===== src/rtl/pipe_pkg.sv =====
// Shared pipeline definitions: stage bundles with side-effecting control
// fields packed at the LSBs, per-stage control widths, and the stage-register
// occupancy states.
package pipe_pkg;

  // EX/MEM side-effecting controls; these occupy the low bits of the bundle.
  typedef struct packed {
    logic mem_to_reg;
    logic mem_read;
    logic mem_write;
    logic reg_write;
  } ex_mem_ctrl_t;

  // EX/MEM stage bundle.
  typedef struct packed {
    logic [31:0]  pc;
    logic [31:0]  alu_result;
    logic [31:0]  store_data;
    logic [3:0]   rd;
    ex_mem_ctrl_t ctrl;
  } ex_mem_t;

  // IF/ID stage bundle. It has no side-effecting controls.
  typedef struct packed {
    logic [31:0] pc;
    logic [31:0] instr;
  } if_id_t;

  localparam int EX_MEM_W      = $bits(ex_mem_t);
  localparam int EX_MEM_CTRL_W = $bits(ex_mem_ctrl_t);
  localparam int IF_ID_W       = $bits(if_id_t);
  localparam int IF_ID_CTRL_W  = 0;

  // Occupancy of the skid-buffered stage register.
  typedef enum logic [1:0] {
    EMPTY = 2'd0,
    ONE   = 2'd1,
    TWO   = 2'd2
  } skid_state_e;

endpackage


===== src/rtl/pipe_stage_reg_sat_counter.sv =====
// Saturating event counter with a synchronous clear. It is shared with the
// other performance counters.
module sat_counter #(
  parameter int CNT_W = 16
) (
  input  logic             clk,
  input  logic             rst_n,
  input  logic             clr_i,
  input  logic             inc_i,
  output logic [CNT_W-1:0] cnt_o
);

  localparam logic [CNT_W-1:0] CNT_MAX = {CNT_W{1'b1}};

  logic [CNT_W-1:0] cnt_q;
  logic [CNT_W-1:0] cnt_d;

  // Next count: clear wins, otherwise increment until the count saturates.
  always_comb begin
    cnt_d = cnt_q;
    if (clr_i) begin
      cnt_d = {CNT_W{1'b0}};
    end else if (inc_i && (cnt_q != CNT_MAX)) begin
      cnt_d = cnt_q + CNT_W'(1);
    end else begin
      cnt_d = cnt_q;
    end
  end

  // Count register.
  always_ff @(posedge clk or negedge rst_n) begin
    if (!rst_n) begin
      cnt_q <= {CNT_W{1'b0}};
    end else begin
      cnt_q <= cnt_d;
    end
  end

  assign cnt_o = cnt_q;

endmodule


===== src/rtl/pipe_stage_reg.sv =====
// Parametrised pipeline-boundary register with a valid/ready handshake,
// synchronous flush, control-bit gating on bubbles, an optional two-entry skid
// buffer and a saturating stall counter.
module pipe_stage_reg
  import pipe_pkg::*;
#(
  parameter int DATA_W = EX_MEM_W,
  parameter int CTRL_W = EX_MEM_CTRL_W,
  parameter int SKID   = 1,
  parameter int CNT_W  = 16
) (
  input  logic              clk,
  input  logic              rst_n,
  input  logic              flush,
  input  logic              in_valid,
  output logic              in_ready,
  input  logic [DATA_W-1:0] in_data,
  output logic              out_valid,
  input  logic              out_ready,
  output logic [DATA_W-1:0] out_data,
  output logic [CNT_W-1:0]  stall_cnt,
  input  logic              stall_clr
);

  // Mask of the low CTRL_W bits. A shift by DATA_W wraps to all ones, and
  // CTRL_W=0 gives an empty mask.
  localparam logic [DATA_W-1:0] LSB_ONE   = {{(DATA_W-1){1'b0}}, 1'b1};
  localparam logic [DATA_W-1:0] CTRL_MASK = (LSB_ONE << CTRL_W) - LSB_ONE;

  logic [DATA_W-1:0] head;
  logic              in_xfer;
  logic              out_xfer;

  assign in_xfer  = in_valid & in_ready;
  assign out_xfer = out_valid & out_ready;

  if (SKID != 0) begin : g_skid
    skid_state_e       state_q, state_d;
    logic [DATA_W-1:0] main_q, main_d;
    logic [DATA_W-1:0] skid_q, skid_d;
    logic              valid_q, valid_d;
    logic              ready_q, ready_d;

    // Occupancy update. Flush empties the stage and discards any accept.
    always_comb begin
      state_d = state_q;
      main_d  = main_q;
      skid_d  = skid_q;
      if (flush) begin
        state_d = EMPTY;
      end else begin
        case (state_q)
          EMPTY: begin
            if (in_xfer) begin
              main_d  = in_data;
              state_d = ONE;
            end else begin
              state_d = EMPTY;
            end
          end
          ONE: begin
            if (in_xfer && out_xfer) begin
              main_d  = in_data;
              state_d = ONE;
            end else if (in_xfer) begin
              skid_d  = in_data;
              state_d = TWO;
            end else if (out_xfer) begin
              state_d = EMPTY;
            end else begin
              state_d = ONE;
            end
          end
          TWO: begin
            if (out_xfer) begin
              main_d  = skid_q;
              state_d = ONE;
            end else begin
              state_d = TWO;
            end
          end
          default: begin
            state_d = EMPTY;
          end
        endcase
      end
      valid_d = (state_d != EMPTY);
      ready_d = (state_d != TWO);
    end

    // Entry registers. The handshake outputs come straight from flops.
    always_ff @(posedge clk or negedge rst_n) begin
      if (!rst_n) begin
        state_q <= EMPTY;
        main_q  <= {DATA_W{1'b0}};
        skid_q  <= {DATA_W{1'b0}};
        valid_q <= 1'b0;
        ready_q <= 1'b1;
      end else begin
        state_q <= state_d;
        main_q  <= main_d;
        skid_q  <= skid_d;
        valid_q <= valid_d;
        ready_q <= ready_d;
      end
    end

    assign in_ready  = ready_q;
    assign out_valid = valid_q;
    assign head      = main_q;
  end else begin : g_single
    logic [DATA_W-1:0] main_q, main_d;
    logic              valid_q, valid_d;

    // Single entry. Flush drops it, an accept refills it, and an
    // out-transfer alone empties it.
    always_comb begin
      main_d  = main_q;
      valid_d = valid_q;
      if (flush) begin
        valid_d = 1'b0;
      end else if (in_xfer) begin
        main_d  = in_data;
        valid_d = 1'b1;
      end else if (out_xfer) begin
        valid_d = 1'b0;
      end else begin
        valid_d = valid_q;
      end
    end

    // Entry register.
    always_ff @(posedge clk or negedge rst_n) begin
      if (!rst_n) begin
        main_q  <= {DATA_W{1'b0}};
        valid_q <= 1'b0;
      end else begin
        main_q  <= main_d;
        valid_q <= valid_d;
      end
    end

    assign in_ready  = ~valid_q | out_ready;
    assign out_valid = valid_q;
    assign head      = main_q;
  end

  // Controls must never leak downstream on a bubble. Upper bits keep the
  // last payload.
  assign out_data = out_valid ? head : (head & ~CTRL_MASK);

  sat_counter #(
    .CNT_W (CNT_W)
  ) u_stall_cnt (
    .clk   (clk),
    .rst_n (rst_n),
    .clr_i (stall_clr),
    .inc_i (out_valid & ~out_ready),
    .cnt_o (stall_cnt)
  );

endmodule


===== config.mk =====
export PLATFORM = sky130hd
export DESIGN_NAME = pipe_stage_reg
export DESIGN_NICKNAME = d
export VERILOG_FILES = /design/src/rtl/pipe_pkg.sv /design/src/rtl/pipe_stage_reg_sat_counter.sv /design/src/rtl/pipe_stage_reg.sv
export SDC_FILE = /design/constraint.sdc
export NUM_CORES = 1
export LEC_CHECK = 0
export ABC_AREA = 1
export CAP_MARGIN = 5
export CORE_MARGIN = 2
export CORE_UTILIZATION = 25
export DETAILED_ROUTE_END_ITERATION = 7
export GPL_TIMING_DRIVEN = 0
export PLACE_DENSITY = 0.49
export SLEW_MARGIN = 20
export SYNTH_ARGS = -nofsm -noshare
export SYNTH_HDL_FRONTEND = slang
export SYNTH_SLANG_ARGS = --single-unit

===== constraint.sdc =====
create_clock -name clk -period 4.1 [get_ports clk]
set_input_delay 0.41 -clock clk [delete_from_list [all_inputs] [get_ports clk]]
set_output_delay 0.41 -clock clk [all_outputs]
set_load 0.01 [all_outputs]

==> flow_metrics.py <==
metrics = {
    "grt": {
        "grt_start_max_net_pins": 92,
        "antenna_found_initial": 6,
        "grt_remaining_overflow": 0,
        "grt_use_total": 0.149,
        "grt_pass1_vias": 9836,
        "grt_pass1_wl_mm": 55.4,
    },
    "placed_design": {
        "port_buffers": 231,
        "dp_hpwl_mm": 25.0,
        "gp_congestion": 0.774,
        "dp_cells": 2238,
    },
    "pwr": {
        "p_leak_uw": 0.00739,
        "peakVddDrop_v": 0.000309,
        "power_density_nw_per_um2": 572,
    },
    "job": {
        "max_cap_viol_count": 0,
    },
    "logic_synthesis": {
        "ys_types": 27,
        "ys_seq_area_frac": 0.511,
        "yosys.area_share.adder": 0.00112,
        "synth_fp_nets": 1524,
        "synth_warnings": 0,
        "syn_inst": 1413,
        "synth_top_family_by_area": "simple AND/OR/NAND/NOR gates",
        "synth_compound_area_frac": 0.147,
        "synth_mux_area_frac": 0,
        "synth_area_um2": 11200,
        "synth.avg_cell_area_um2": 7.91,
        "synth_xor_area_frac": 0.00235,
        "yosys.area_share.simple": 0.191,
        "synth-seq-cells": 228,
    },
    "sta": {
        "slew_headroom": 0.579,
        "fin_skew_ns": 0.0207,
        "tightest_slew_ns": 0.631,
        "max_freq_mhz": 463,
        "drv_slew": 0,
        "rsz0062_at_grt": "false",
        "period_share": 0.527,
        "fin_tns_setup_ns": 0,
        "layout_min_cycle_time_ns": 2.16,
        "setup_viol_count_final": 0,
        "hold_violations": 0,
    },
    "cts": {
        "cts_sinks": 228,
        "path_clk_slew_ns": 0.06,
        "cts_repair_resize_count": 0,
        "clockBufferDepth": 3,
        "insertion_delay_ns": 0.56,
        "tritoncts": "built",
        "cts_root_buf": "clkbuf_16",
        "cts_buffers": 28,
        "ctsHtreeMaxLevel": 1,
    },
    "setup_path": {
        "end_kind": "register",
        "cp_data_required_time_ns": 4.52,
        "cp-start-kind": "register",
        "crit_arrival_ns": 2.58,
        "path_cells": "nand2_1, nor2_2, nand3_2, buf_2, buf_2, nand2_1, o21ai_0",
        "crit_path_top_delay_cell": "dfstp_2",
        "cpPeakStageDelay_ns": 0.52,
        "regToRegSetupSlack_ns": 1.94,
        "critPathBufInv": 2,
        "crit_type": "register to register",
        "worstPathMaxFanout": 10,
        "crit_family": "simple AND/OR/NAND/NOR gates",
    },
    "layout": {
        "nets": 1788,
        "utilization": 0.345,
        "n_fill_cell": 4591,
        "drive_gt1_frac": 0.121,
        "area_growth_pct": 36.5,
        "stdcell_count": 2295,
    },
    "drt": {
        "vias_per_cell": 4.29,
        "wl_mm": 34.7,
        "dr_total_vias": 9835,
        "firstDrtPassIters": 5,
        "drc": 0,
        "detail-route-antenna-nets": 0,
        "wl_per_cell_um": 15.1,
        "drt_iter0_markers": 607,
    },
    "floorplanning": {
        "dieArea_um2": 46400,
        "rows": 77,
        "core_um2": 44200,
        "die_y_um": 215,
        "pin_count": 232,
        "start_util": 0.253,
        "die_x_um": 215,
    },
    "min_path": {
        "worstHoldPathType": "primary input to asynchronous set/reset pin",
    },
    "run_status": {
        "status": "finished, final reports clean",
    },
}
==> cell usage after synthesis <==
cell / instances / area share
xor2_1: 2 / 0.0016
a211o_1: 1 / 0.00078
nand3_2: 1 / 0.00090
nor3b_1: 1 / 0.00067
nor2_1: 57 / 0.019
nor2_2: 4 / 0.0022
a21oi_2: 1 / 0.00078
clkbuf_1: 40 / 0.013
o21ai_0: 277 / 0.12
a21oi_1: 43 / 0.019
nand3b_1: 1 / 0.00067
nand2_2: 1 / 0.00056
nand3_1: 17 / 0.0076
nand2_1: 447 / 0.15
o21ai_1: 5 / 0.0022
nor2_4: 2 / 0.0020
xnor2_1: 1 / 0.00078
buf_4: 102 / 0.069
inv_2: 2 / 0.00067
buf_6: 8 / 0.0081
dfrtp_1: 227 / 0.51
ha_1: 1 / 0.0011
buf_2: 30 / 0.013
dfstp_2: 1 / 0.0024
inv_1: 131 / 0.044
nand4_4: 1 / 0.0019
nand4_1: 9 / 0.0050
==> final cells by class <==
| cell class | instances | area, µm² | share of cell area |
|---|---|---|---|
| antenna | 4 | 10.0 | 0.000656 |
| clock inverter | 11 | 100 | 0.00656 |
| buffer | 180 | 1160 | 0.0758 |
| tap | 592 | 741 | 0.0485 |
| timing repair buffer | 234 | 2380 | 0.156 |
| inverter | 133 | 499 | 0.0327 |
| sequential | 228 | 5710 | 0.374 |
| clock buffer | 41 | 850 | 0.0557 |
| multi-input combinational | 872 | 3820 | 0.250 |
==> final timing paths <==
check	from	endpoint	cells past startpoint
setup / recovery	in_ready	g_skid.skid_q[53]	7
hold / removal	rst_n	g_skid.skid_q[81]	2
setup reg to reg	in_ready	g_skid.skid_q[53]	7
hold reg to reg	g_skid.skid_q[98]	g_skid.skid_q[98]	2
max in group asynchronous	rst_n	g_skid.skid_q[23]	3
min in group clk	in_data[47]	g_skid.skid_q[47]	3
==> logic make-up after synthesis <==
kind of cell | after synthesis
compound gates | 327
xor+xnor | 3
fa+ha+maj | 1
buf+inv | 313
flops | 228
simple gates | 541
==> power by group <==
group	leakage [µW]	internal, µW	total [µW]	switching, µW
Clock	0.000469	1500	2520	1030
Combinational	0.00412	1510	2780	1270
Sequential	0.00280	3040	3430	385
==> cell usage in the layout, fill, tap and decap left out <==
master / instances
nand2_2: 1
nand2_1: 447
bufinv_16: 1
nand3_1: 17
buf_4: 102
a211o_1: 1
buf_2: 30
a21oi_2: 1
nor2_4: 2
clkdlybuf4s50_1: 230
o21ai_0: 277
clkinv_2: 6
nand4_4: 1
a21oi_1: 43
inv_2: 2
nor2_2: 4
nand3_2: 1
clkinv_8: 1
dlygate4sd3_1: 1
buf_6: 8
clkbuf_16: 28
clkinv_4: 1
nand4_1: 9
inv_1: 131
buf_8: 1
nor2_1: 57
nand3b_1: 1
xnor2_1: 1
clkinvlp_4: 2
clkbuf_1: 43
clkbuf_8: 10
xor2_1: 2
o21ai_1: 5
ha_1: 1
buf_16: 2
dfstp_2: 1
diode_2: 4
dfrtp_1: 227
nor3b_1: 1
==> stage by stage <==
stage	hold WS, ns	worst slack [ns]	instance area, µm²	total power (µW)
finish	0.408	1.94	15300	8730
global route	0.433	1.73	15300	9330
floorplan	0.114	2.52	11200	4930
CTS	0.402	1.82	15300	8880
global placement	0.467	-7.98	14200	6230
detailed placement	0.446	1.45	14300	6290
==> metal layers <==
layer | global-route usage | share of wire | up-vias
met2 | 0.245 | 0.47 | 187
li1 | - | - | 4888
met1 | 0.201 | 0.46 | 4707
met4 | 0.0471 | 0.022 | 4
met3 | 0.0247 | 0.041 | 49
met5 | 0 | 0.00078 | -
==> state kept, by name, indices dropped and copies added, names as in the netlist <==
signal             count
g_skid.main_q        104
g_skid.skid_q        104
g_skid.state_q         2
in_ready               1
out_valid              1
u_stall_cnt.cnt_o     16
==> what timing repair did <==
item / CTS / global route
setup endpoints to repair: 0 / 0
buffers inserted: 0 / 0
hold buffers: 1 / 0
hold endpoints to repair: 70 / 0
==> worst reg2reg max path, stage by stage, from the launching register on <==
cell	delay [ns]
dfstp_2	0.52
nand2_1	0.10
nor2_2	0.17
nand3_2	0.40
buf_2	0.40
buf_2	0.27
nand2_1	0.09
o21ai_0	0.08
Note: power is estimated with default switching activity, not from simulation.
